[config.mk]
export PLATFORM = sky130hd
export DESIGN_NAME = bus_traffic_generator
export DESIGN_NICKNAME = d
export VERILOG_FILES = /design/src/rtl/bus_traffic_generator.sv
export SDC_FILE = /design/constraint.sdc
export NUM_CORES = 1
export LEC_CHECK = 0
export ABC_AREA = 1
export ABC_CLOCK_PERIOD_IN_PS = 5250
export CORE_MARGIN = 5
export CORE_UTILIZATION = 55
export CTS_BUF_LIST = sky130_fd_sc_hd__clkbuf_4 sky130_fd_sc_hd__clkbuf_8
export DETAILED_ROUTE_END_ITERATION = 12
export PLACE_DENSITY = 0.81
export SETUP_SLACK_MARGIN = 0.15
export SLEW_MARGIN = 10
export SYNTH_ARGS = -nofsm -noshare
export SYNTH_HDL_FRONTEND = slang
export SYNTH_SLANG_ARGS = --single-unit
[constraint.sdc]
create_clock -name i_clock -period 5.25 [get_ports i_clock]
set_input_delay 0.525 -clock i_clock [delete_from_list [all_inputs] [get_ports i_clock]]
set_output_delay 0.525 -clock i_clock [all_outputs]
set_load 0.01 [all_outputs]
[src/rtl/bus_traffic_generator.sv]
// Bus initiator: writes an LFSR pattern to WORDS consecutive words, reads it back and
// counts mismatches. Holds each request until ready; the only cancellation is a timeout.
module bus_traffic_generator #(
  parameter logic [31:0] BASE    = 32'h0000_0000,
  parameter int unsigned WORDS   = 256,
  parameter logic [31:0] SEED    = 32'hACE1_2345,
  parameter int unsigned TIMEOUT = 1024
) (
  input  logic        i_clock,
  input  logic        i_reset,
  input  logic        i_start,
  output logic        o_busy,
  output logic        o_done,
  output logic        o_pass,
  output logic        o_timeout,
  output logic [15:0] o_error_count,
  output logic        o_bus_rw,
  output logic        o_bus_request,
  input  logic        i_bus_ready,
  output logic [31:0] o_bus_address,
  output logic [31:0] o_bus_wdata,
  input  logic [31:0] i_bus_rdata
);

  localparam logic [31:0] SeedEff = (SEED == 32'h0) ? 32'h1 : SEED;
  localparam logic [31:0] Mask    = 32'h8020_0003;
  localparam logic [31:0] WaitMax = 32'(TIMEOUT - 1);
  localparam logic [31:0] NWords  = 32'(WORDS);

  typedef enum logic [1:0] {StIdle, StReq, StGap, StDone} state_e;

  state_e      state_q, state_d;
  logic        write_ph_q, write_ph_d;
  logic [15:0] index_q, index_d;
  logic [31:0] lfsr_q, lfsr_d;
  logic [31:0] wait_q, wait_d;
  logic [15:0] err_q, err_d;
  logic        timeout_q, timeout_d;
  logic        pass_q, pass_d;
  logic        busy_q, done_q, req_q, rw_q;
  logic [31:0] addr_q, wdata_q;
  logic [31:0] lfsr_next;

  assign lfsr_next = (lfsr_q >> 1) ^ (lfsr_q[0] ? Mask : 32'h0);

  always_comb begin
    state_d    = state_q;
    write_ph_d = write_ph_q;
    index_d    = index_q;
    lfsr_d     = lfsr_q;
    wait_d     = wait_q;
    err_d      = err_q;
    timeout_d  = timeout_q;
    pass_d     = pass_q;
    unique case (state_q)
      StIdle: begin
        if (i_start) begin
          state_d    = StReq;
          write_ph_d = 1'b1;
          index_d    = 16'd0;
          lfsr_d     = SeedEff;
          wait_d     = 32'd0;
          err_d      = 16'd0;
          timeout_d  = 1'b0;
          pass_d     = 1'b0;
        end
      end
      StReq: begin
        if (i_bus_ready) begin
          if (!write_ph_q && (i_bus_rdata != lfsr_q) && (err_q != 16'hFFFF)) begin
            err_d = err_q + 16'd1;
          end
          lfsr_d  = lfsr_next;
          index_d = index_q + 16'd1;
          state_d = StGap;
        end else if (wait_q >= WaitMax) begin
          // Fault exit: the only case where a request is withdrawn without ready.
          timeout_d = 1'b1;
          state_d   = StDone;
        end else begin
          wait_d = wait_q + 32'd1;
        end
      end
      StGap: begin
        wait_d = 32'd0;
        if ({16'd0, index_q} < NWords) begin
          state_d = StReq;
        end else if (write_ph_q) begin
          write_ph_d = 1'b0;
          index_d    = 16'd0;
          lfsr_d     = SeedEff;
          state_d    = StReq;
        end else begin
          state_d = StDone;
        end
      end
      StDone:  state_d = StIdle;
      default: state_d = StIdle;
    endcase
    if (state_d == StDone && state_q != StDone) begin
      pass_d = (err_d == 16'd0) && !timeout_d;
    end
  end

  always_ff @(posedge i_clock or posedge i_reset) begin
    if (i_reset) begin
      state_q    <= StIdle;
      write_ph_q <= 1'b0;
      index_q    <= 16'd0;
      lfsr_q     <= SeedEff;
      wait_q     <= 32'd0;
      err_q      <= 16'd0;
      timeout_q  <= 1'b0;
      pass_q     <= 1'b0;
      busy_q     <= 1'b0;
      done_q     <= 1'b0;
      req_q      <= 1'b0;
      rw_q       <= 1'b0;
      addr_q     <= 32'd0;
      wdata_q    <= 32'd0;
    end else begin
      state_q    <= state_d;
      write_ph_q <= write_ph_d;
      index_q    <= index_d;
      lfsr_q     <= lfsr_d;
      wait_q     <= wait_d;
      err_q      <= err_d;
      timeout_q  <= timeout_d;
      pass_q     <= pass_d;
      busy_q     <= (state_d == StReq) || (state_d == StGap);
      done_q     <= (state_d == StDone);
      req_q      <= (state_d == StReq);
      // Bus fields only load for REQ cycles, so they cannot move under a held request.
      if (state_d == StReq) begin
        rw_q    <= write_ph_d;
        addr_q  <= BASE + {14'd0, index_d, 2'b00};
        wdata_q <= write_ph_d ? lfsr_d : 32'd0;
      end
    end
  end

  assign o_busy        = busy_q;
  assign o_done        = done_q;
  assign o_pass        = pass_q;
  assign o_timeout     = timeout_q;
  assign o_error_count = err_q;
  assign o_bus_rw      = rw_q;
  assign o_bus_request = req_q;
  assign o_bus_address = addr_q;
  assign o_bus_wdata   = wdata_q;

endmodule

==> impl_metrics.yaml, run 1 <==
global_routing:
  grt_pass1_wl_um: 31800
  grt_max_degree: 109
  initial_antenna_violation_count: 0
  grt_overflow_total: 0
  track_usage_pct: 21.8
  first_global_vias: 6790
place:
  io_buffer_count: 105
  post-place-ws_ns: 1.66
  placed_cell_area_sq_mm: 0.00932
  placed_cells: 1307
  post-dp-hpwl_um: 13500
  finalWeightedCongestion: 0.887
clocking:
  cts_inserted_buffers: 17
  cts.sinks: 153
  cts_tree: "yes"
  cts.reportedPaths.clkPinSlew_ns: 0.08
  postCtsSetupRepairBufs: 0
  cts_max_level: 4
  cts_max_path_buffers: 2
  cts-root-buf: "sky130_fd_sc_hd__clkbuf_8"
  clock_latency_ns: 0.46
  postCtsHoldBufs: 0
  post_cts_resize_count: 0
setup_path:
  regToRegSetupSlack_ns: 1.71
  reg2reg_to: "o_bus_wdata[7]"
  setup_crit_path_kind: "reg -> reg"
  ff2ff_path_depth: 10
  worst-path-max-fanout: 32
  r2r-start: "state_q[0]"
  crit_required_ns: 5.60
  timing.critical_path.from_type: "register"
  timing.critical_path.arrival_ns: 3.89
  end_kind: "register"
power:
  leakagePower_nw: 4.79
  power.ir.vdd_worst_uv: 291
  p_total_mw: 4.50
  power_density_mw_per_mm2: 459
floorplanning:
  row_count: 44
  start_util_pct: 56.4
  fp.dieW_um: 132
  die_area_sq_mm: 0.0175
  chipHeight_um: 132
  ioPinCount: 122
  core_region_area_sq_mm: 0.0146
timing:
  setup_slack_ns: 1.71
  min_period_over_period_pct: 67.5
  final-hold-violation-count: 0
  finalCriticalPeriod_ns: 3.54
  achievable-frequency_ghz: 0.282
  worst_hold_slack_ns: 0.488
  final_report_setup_violation_count: 0
  fin_worst_skew_ns: 0.0142
  worst_case_headroom_to_the_max_slew_limit_pct: 27.6
  worst-slew-pin-transition_ns: 1.08
  grt_setup_unrepaired: "false"
  timing_max_transition_violations_final: 0
  setup_tns_ns: 0
hold_path:
  hp-start: "o_bus_address[8]"
  whs_path_depth: 2
  worstHoldPathType: "reg -> reg"
  holdPathEnd: "o_bus_address[8]"
final_layout:
  stdcell_area_sq_mm: 0.00979
  fin_util_pct: 67.1
  multi_input_comb_area_sq_mm: 0.00348
  num_antenna_cells: 0
  filler_cell_count: 1184
  instances_no_fill: 1339
  final_net_count: 1183
  layout.area.seq_sq_mm: 0.00385
  area_delta_synth_final_pct: 18.9
  drive_gt1_share_pct: 12.7
run:
  max_cap_viol_count: 0
logic_synthesis:
  synthesis.area_sq_mm: 0.00823
  post_synth_main_area_contributors: "sky130_fd_sc_hd__dfrtp_1 42%, sky130_fd_sc_hd__nand2_1 14%, sky130_fd_sc_hd__inv_1 6.7%"
  dominant_combinational_cell_family_by_area_after_synthesis: "simple AND/OR/NAND/NOR gates"
  warnings_from_yosys: 0
  synth_xor_xnor_area_share_pct: 1.60
  synthCells: 1045
  synth-compound-area-share_pct: 11.1
  yosysSeqAreaShare_pct: 46.7
  post-synth-top-area-cell: "sky130_fd_sc_hd__dfrtp_1"
  synth.most_common_cell: "sky130_fd_sc_hd__nand2_1"
  synth-async-reset-ratio_pct: 100
  synth-seq-cells: 153
  synthMuxAreaShare_pct: 0
  synth-main-ff-cell: "sky130_fd_sc_hd__dfrtp_1"
  post_synthesis_adder_cell_area_fraction_pct: 0.760
  post_synth_simple_gate_area_pct: 28.1
  synth_edf_count: 0
  yosysUniqueCellTypes: 52
  synth.avg_cell_area_sq_um: 7.88
  synth_top_area_share_pct: 42.3
  most_instantiated_cells_after_synthesis: "306 x sky130_fd_sc_hd__nand2_1, 146 x sky130_fd_sc_hd__inv_1, 139 x sky130_fd_sc_hd__dfrtp_1"
routing:
  antenna_left: 0
  detailedRoute.firstPassIterationCount: 5
  drc: 0
  drtIter0Drc: 550
  routed_wirelength_um: 18900
  post_drt_via_cell_ratio: 5.23
  dr_total_vias: 7006
  drt-wirelength-per-cell_um: 14.1
outcome:
  run_status: "complete, no violations"
## cell families after synthesis
kind of cell             Yosys count
buffers and inverters            226
AND/OR/NAND/NOR                  515
adder cells (fa/ha/maj)            5
flip-flops                       153
XOR/XNOR                          15
other                              1
AO/OA/AOI/OAI                    130
## layout by cell type, fill, tap and decap left out, drive strengths merged, types with 4 or more instances in the layout
cell type / n
nand3: 45
clkinv: 9
a22o: 21
inv: 179
nand2: 320
a32oi: 4
conb: 16
clkdlybuf4s50: 105
ha: 5
nand4: 22
xnor2: 11
dfrtp: 139
clkbuf: 20
o211ai: 8
xor2: 4
o21ai: 43
bufinv: 5
o22ai: 20
nor3: 15
nor2: 105
a31oi: 4
dfstp: 14
nor3b: 4
a21oi: 18
## routing by layer
layer | share of wire [%] | GRT usage [%]
met5 | 0 | 0
met4 | 2.2 | 7.86
met3 | 6.0 | 4.85
met2 | 46 | 34.6
met1 | 45 | 29.7
## flip-flops by register name (all words and copies together) (netlist names)
name	cells
lfsr_q	32
o_bus_wdata	32
wait_q	32
index_q	16
o_bus_address	16
o_error_count	16
state_q	2
o_bus_request	1
o_bus_rw	1
o_busy	1
o_done	1
o_pass	1
o_timeout	1
write_ph_q	1
## worst max path at each step
stage,startpoint,slack [ns],to,depth (start not counted)
floorplan,i_reset,0.63,index_q[0],1
global placement,state_q[0],1.79,o_bus_wdata[19],10
detailed placement,i_bus_ready,1.66,o_bus_wdata[10],9
CTS,state_q[0],1.71,o_bus_wdata[7],10
global route,state_q[0],1.46,o_bus_wdata[7],10
finish,state_q[0],1.71,o_bus_wdata[7],10
## cell type report
type | instances | area share, %
flip-flops and latches | 153 | 39.3
well taps | 184 | 2.35
multi-input cells | 681 | 35.6
repair buffers | 108 | 11.0
inverters | 181 | 7.04
clock inverters | 12 | 2.01
clock buffers | 20 | 2.75
## where the power goes
group          switching (mW)  internal, mW  leakage (nW)
sequential              0.225          1.49          2.02
clock                   0.439         0.595         0.240
combinational            1.07         0.679          2.53
## critical path, stage by stage (launching register included)
cell	delay, ns
sky130_fd_sc_hd__dfrtp_1	0.46
sky130_fd_sc_hd__inv_2	0.07
sky130_fd_sc_hd__nor2_4	0.73
sky130_fd_sc_hd__inv_2	0.30
sky130_fd_sc_hd__nor2_2	0.34
sky130_fd_sc_hd__nor3_1	0.13
sky130_fd_sc_hd__ha_1	0.19
sky130_fd_sc_hd__buf_4	0.20
sky130_fd_sc_hd__nand2_1	0.40
sky130_fd_sc_hd__inv_2	0.31
sky130_fd_sc_hd__a22o_1	0.28
No activity file was read; power rests on OpenSTA's default activity.
==> run 2: changes to the inputs <==
--- a/config.mk
+++ b/config.mk
@@ -6,7 +6,7 @@
 export NUM_CORES = 1
 export LEC_CHECK = 0
 export ABC_AREA = 1
-export ABC_CLOCK_PERIOD_IN_PS = 5250
+export ABC_CLOCK_PERIOD_IN_PS = 3300
 export CORE_MARGIN = 5
 export CORE_UTILIZATION = 55
 export CTS_BUF_LIST = sky130_fd_sc_hd__clkbuf_4 sky130_fd_sc_hd__clkbuf_8
==> constraint.sdc (replaced) <==
create_clock -name i_clock -period 3.3 [get_ports i_clock]
set_input_delay 0.33 -clock i_clock [delete_from_list [all_inputs] [get_ports i_clock]]
set_output_delay 0.33 -clock i_clock [all_outputs]
set_load 0.01 [all_outputs]
==> run 2 against run 1 <==
Against the previous run:
- sequential power grew 59%
- global-route usage is 0.43 points higher
- cell area about the same
- setup slack lost 0.77 ns
- final cell count increased by 0.45%
- utilization is essentially flat
- hold slack lost 0.012 ns
- flip-flop and latch count unchanged
- critical path type unchanged
- critical endpoint unchanged
==> impl_metrics.yaml, run 2 (same netlist as run 1, synthesis figures left out) <==
outcome:
  run_status: "complete, no violations"
power:
  p_total_mw: 7.00
  power_density_mw_per_mm2: 716
  power.ir.vdd_worst_uv: 467
  leakagePower_nw: 4.77
setup_path:
  setup_crit_path_kind: "reg -> reg"
  timing.critical_path.arrival_ns: 2.76
  crit_required_ns: 3.70
  end_kind: "register"
  worst-path-max-fanout: 21
  ff2ff_path_depth: 11
  timing.critical_path.from_type: "register"
global_routing:
  first_global_vias: 6723
  track_usage_pct: 22.3
  grt_max_degree: 154
  grt_overflow_total: 0
  initial_antenna_violation_count: 0
  grt_pass1_wl_um: 32200
routing:
  drc: 0
  dr_wl_met3_um: 985
  routed_wirelength_um: 18900
  route.layer.met1.wl_um: 8760
  antenna_left: 0
  dr_total_vias: 6911
  detailedRoute.firstPassIterationCount: 5
  drtIter0Drc: 585
  drt-wirelength-per-cell_um: 14.0
  post_drt_via_cell_ratio: 5.14
  top_signal_layer_used: "met4"
  detailroute.wirelength.met2_um: 8710
final_layout:
  num_antenna_cells: 0
  layout.area.seq_sq_mm: 0.00385
  area_delta_synth_final_pct: 18.8
  multi_input_comb_area_sq_mm: 0.00348
  filler_cell_count: 1212
  mostFrequentLayoutCells: "306 x sky130_fd_sc_hd__nand2_1, 145 x sky130_fd_sc_hd__inv_1, 139 x sky130_fd_sc_hd__dfrtp_1"
  drive_gt1_share_pct: 13.2
  final_net_count: 1189
  most_common_library_cell_in_the_layout_ignoring_fill_and_taps: "sky130_fd_sc_hd__nand2_1"
  stdcell_area_sq_mm: 0.00978
clocking:
  cts.reportedPaths.clkPinSlew_ns: 0.08
  cts_tree: "yes"
  cts-root-buf: "sky130_fd_sc_hd__clkbuf_8"
  cts.sinks: 153
  clock_latency_ns: 0.47
  post_cts_resize_count: 0
  cts_max_path_buffers: 2
  cts_max_level: 4
  postCtsSetupRepairBufs: 0
  cts_inserted_buffers: 17
  postCtsHoldBufs: 0
timing:
  achievable-frequency_ghz: 0.423
  worst_hold_slack_ns: 0.476
  final-hold-violation-count: 0
  setup_slack_ns: 0.935
  timing_max_transition_violations_final: 0
  finalCriticalPeriod_ns: 2.36
  worst-slew-pin-transition_ns: 0.774
  grt_setup_unrepaired: "false"
  final_report_setup_violation_count: 0
  min_period_over_period_pct: 71.7
  setup_tns_ns: 0
  worst_case_headroom_to_the_max_slew_limit_pct: 48.4
  fin_worst_skew_ns: 0.0111
floorplanning:
  die_area_sq_mm: 0.0175
  row_count: 44
  chipHeight_um: 132
  start_util_pct: 56.4
  ioPinCount: 122
  fp.dieW_um: 132
  core_region_area_sq_mm: 0.0146
hold_path:
  worstHoldPathType: "in -> async"
place:
  placed_cell_area_sq_mm: 0.00939
  post-place-ws_ns: 0.740
  finalWeightedCongestion: 0.909
  io_buffer_count: 105
  post-dp-hpwl_um: 13300
run:
  max_cap_viol_count: 0
-- run 2: cell types whose count changed in the layout (fill, tap and decap cells not counted), sizes merged --
cell / change
buf: +6
bufinv: -3
clkbuf: -2
clkinv: -1
clkinvlp: +6
-- run 2: metal layers --
metal,global-route usage [%],up-vias
li1,-,3474
met1,31.0,3202
met2,34.5,195
met3,4.16,40
met4,8.99,0
met5,0,-
-- run 2: power by group --
| group | internal, mW | switching (mW) |
|---|---|---|
| Clock | 0.681 | 0.728 |
| Sequential | 2.37 | 0.351 |
| Combinational | 1.15 | 1.73 |
| Total | 4.19 | 2.81 |
-- run 2: stage by stage --
step | util (%) | std cells
floorplan | - | 1060
global placement | 64.4 | 1313
detailed placement | 64.4 | 1313
CTS | 67.1 | 1345
global route | 67.1 | 1345
finish | 67.1 | 1345
-- run 2: cell type report --
| type | instances | share of cell area, % |
|---|---|---|
| sequential | 153 | 39.3 |
| multi-input combinational | 681 | 35.6 |
| timing repair buffer | 114 | 11.7 |
| inverter | 181 | 7.03 |
| clock buffer | 18 | 2.47 |
| tap | 184 | 2.35 |
| clock inverter | 14 | 1.55 |
-- run 2: path summary, 6_finish.rpt --
kind / slack [ns] / start / end
worst max-delay path: 0.94 / index_q[11] / o_bus_wdata[7]
worst min-delay path: 0.48 / i_reset / o_bus_wdata[12]
worst max register to register: 0.94 / index_q[11] / o_bus_wdata[7]
worst min register to register: 0.48 / o_bus_address[8] / o_bus_address[8]
max in group asynchronous: 2.29 / i_reset / o_bus_address[6]
min in group i_clock: 0.48 / o_bus_address[8] / o_bus_address[8]
-- run 2: worst max-delay path: stages (launching register included) --
cell and delay [ns]:
sky130_fd_sc_hd__dfrtp_1 0.45, sky130_fd_sc_hd__nor4_1 0.31, sky130_fd_sc_hd__nand3_1 0.13, sky130_fd_sc_hd__inv_2 0.09
sky130_fd_sc_hd__nor2_1 0.05, sky130_fd_sc_hd__nand2_1 0.12, sky130_fd_sc_hd__inv_2 0.08, sky130_fd_sc_hd__nor3_1 0.19
sky130_fd_sc_hd__ha_1 0.25, sky130_fd_sc_hd__nand2_1 0.09, sky130_fd_sc_hd__inv_2 0.33, sky130_fd_sc_hd__a22o_1 0.20
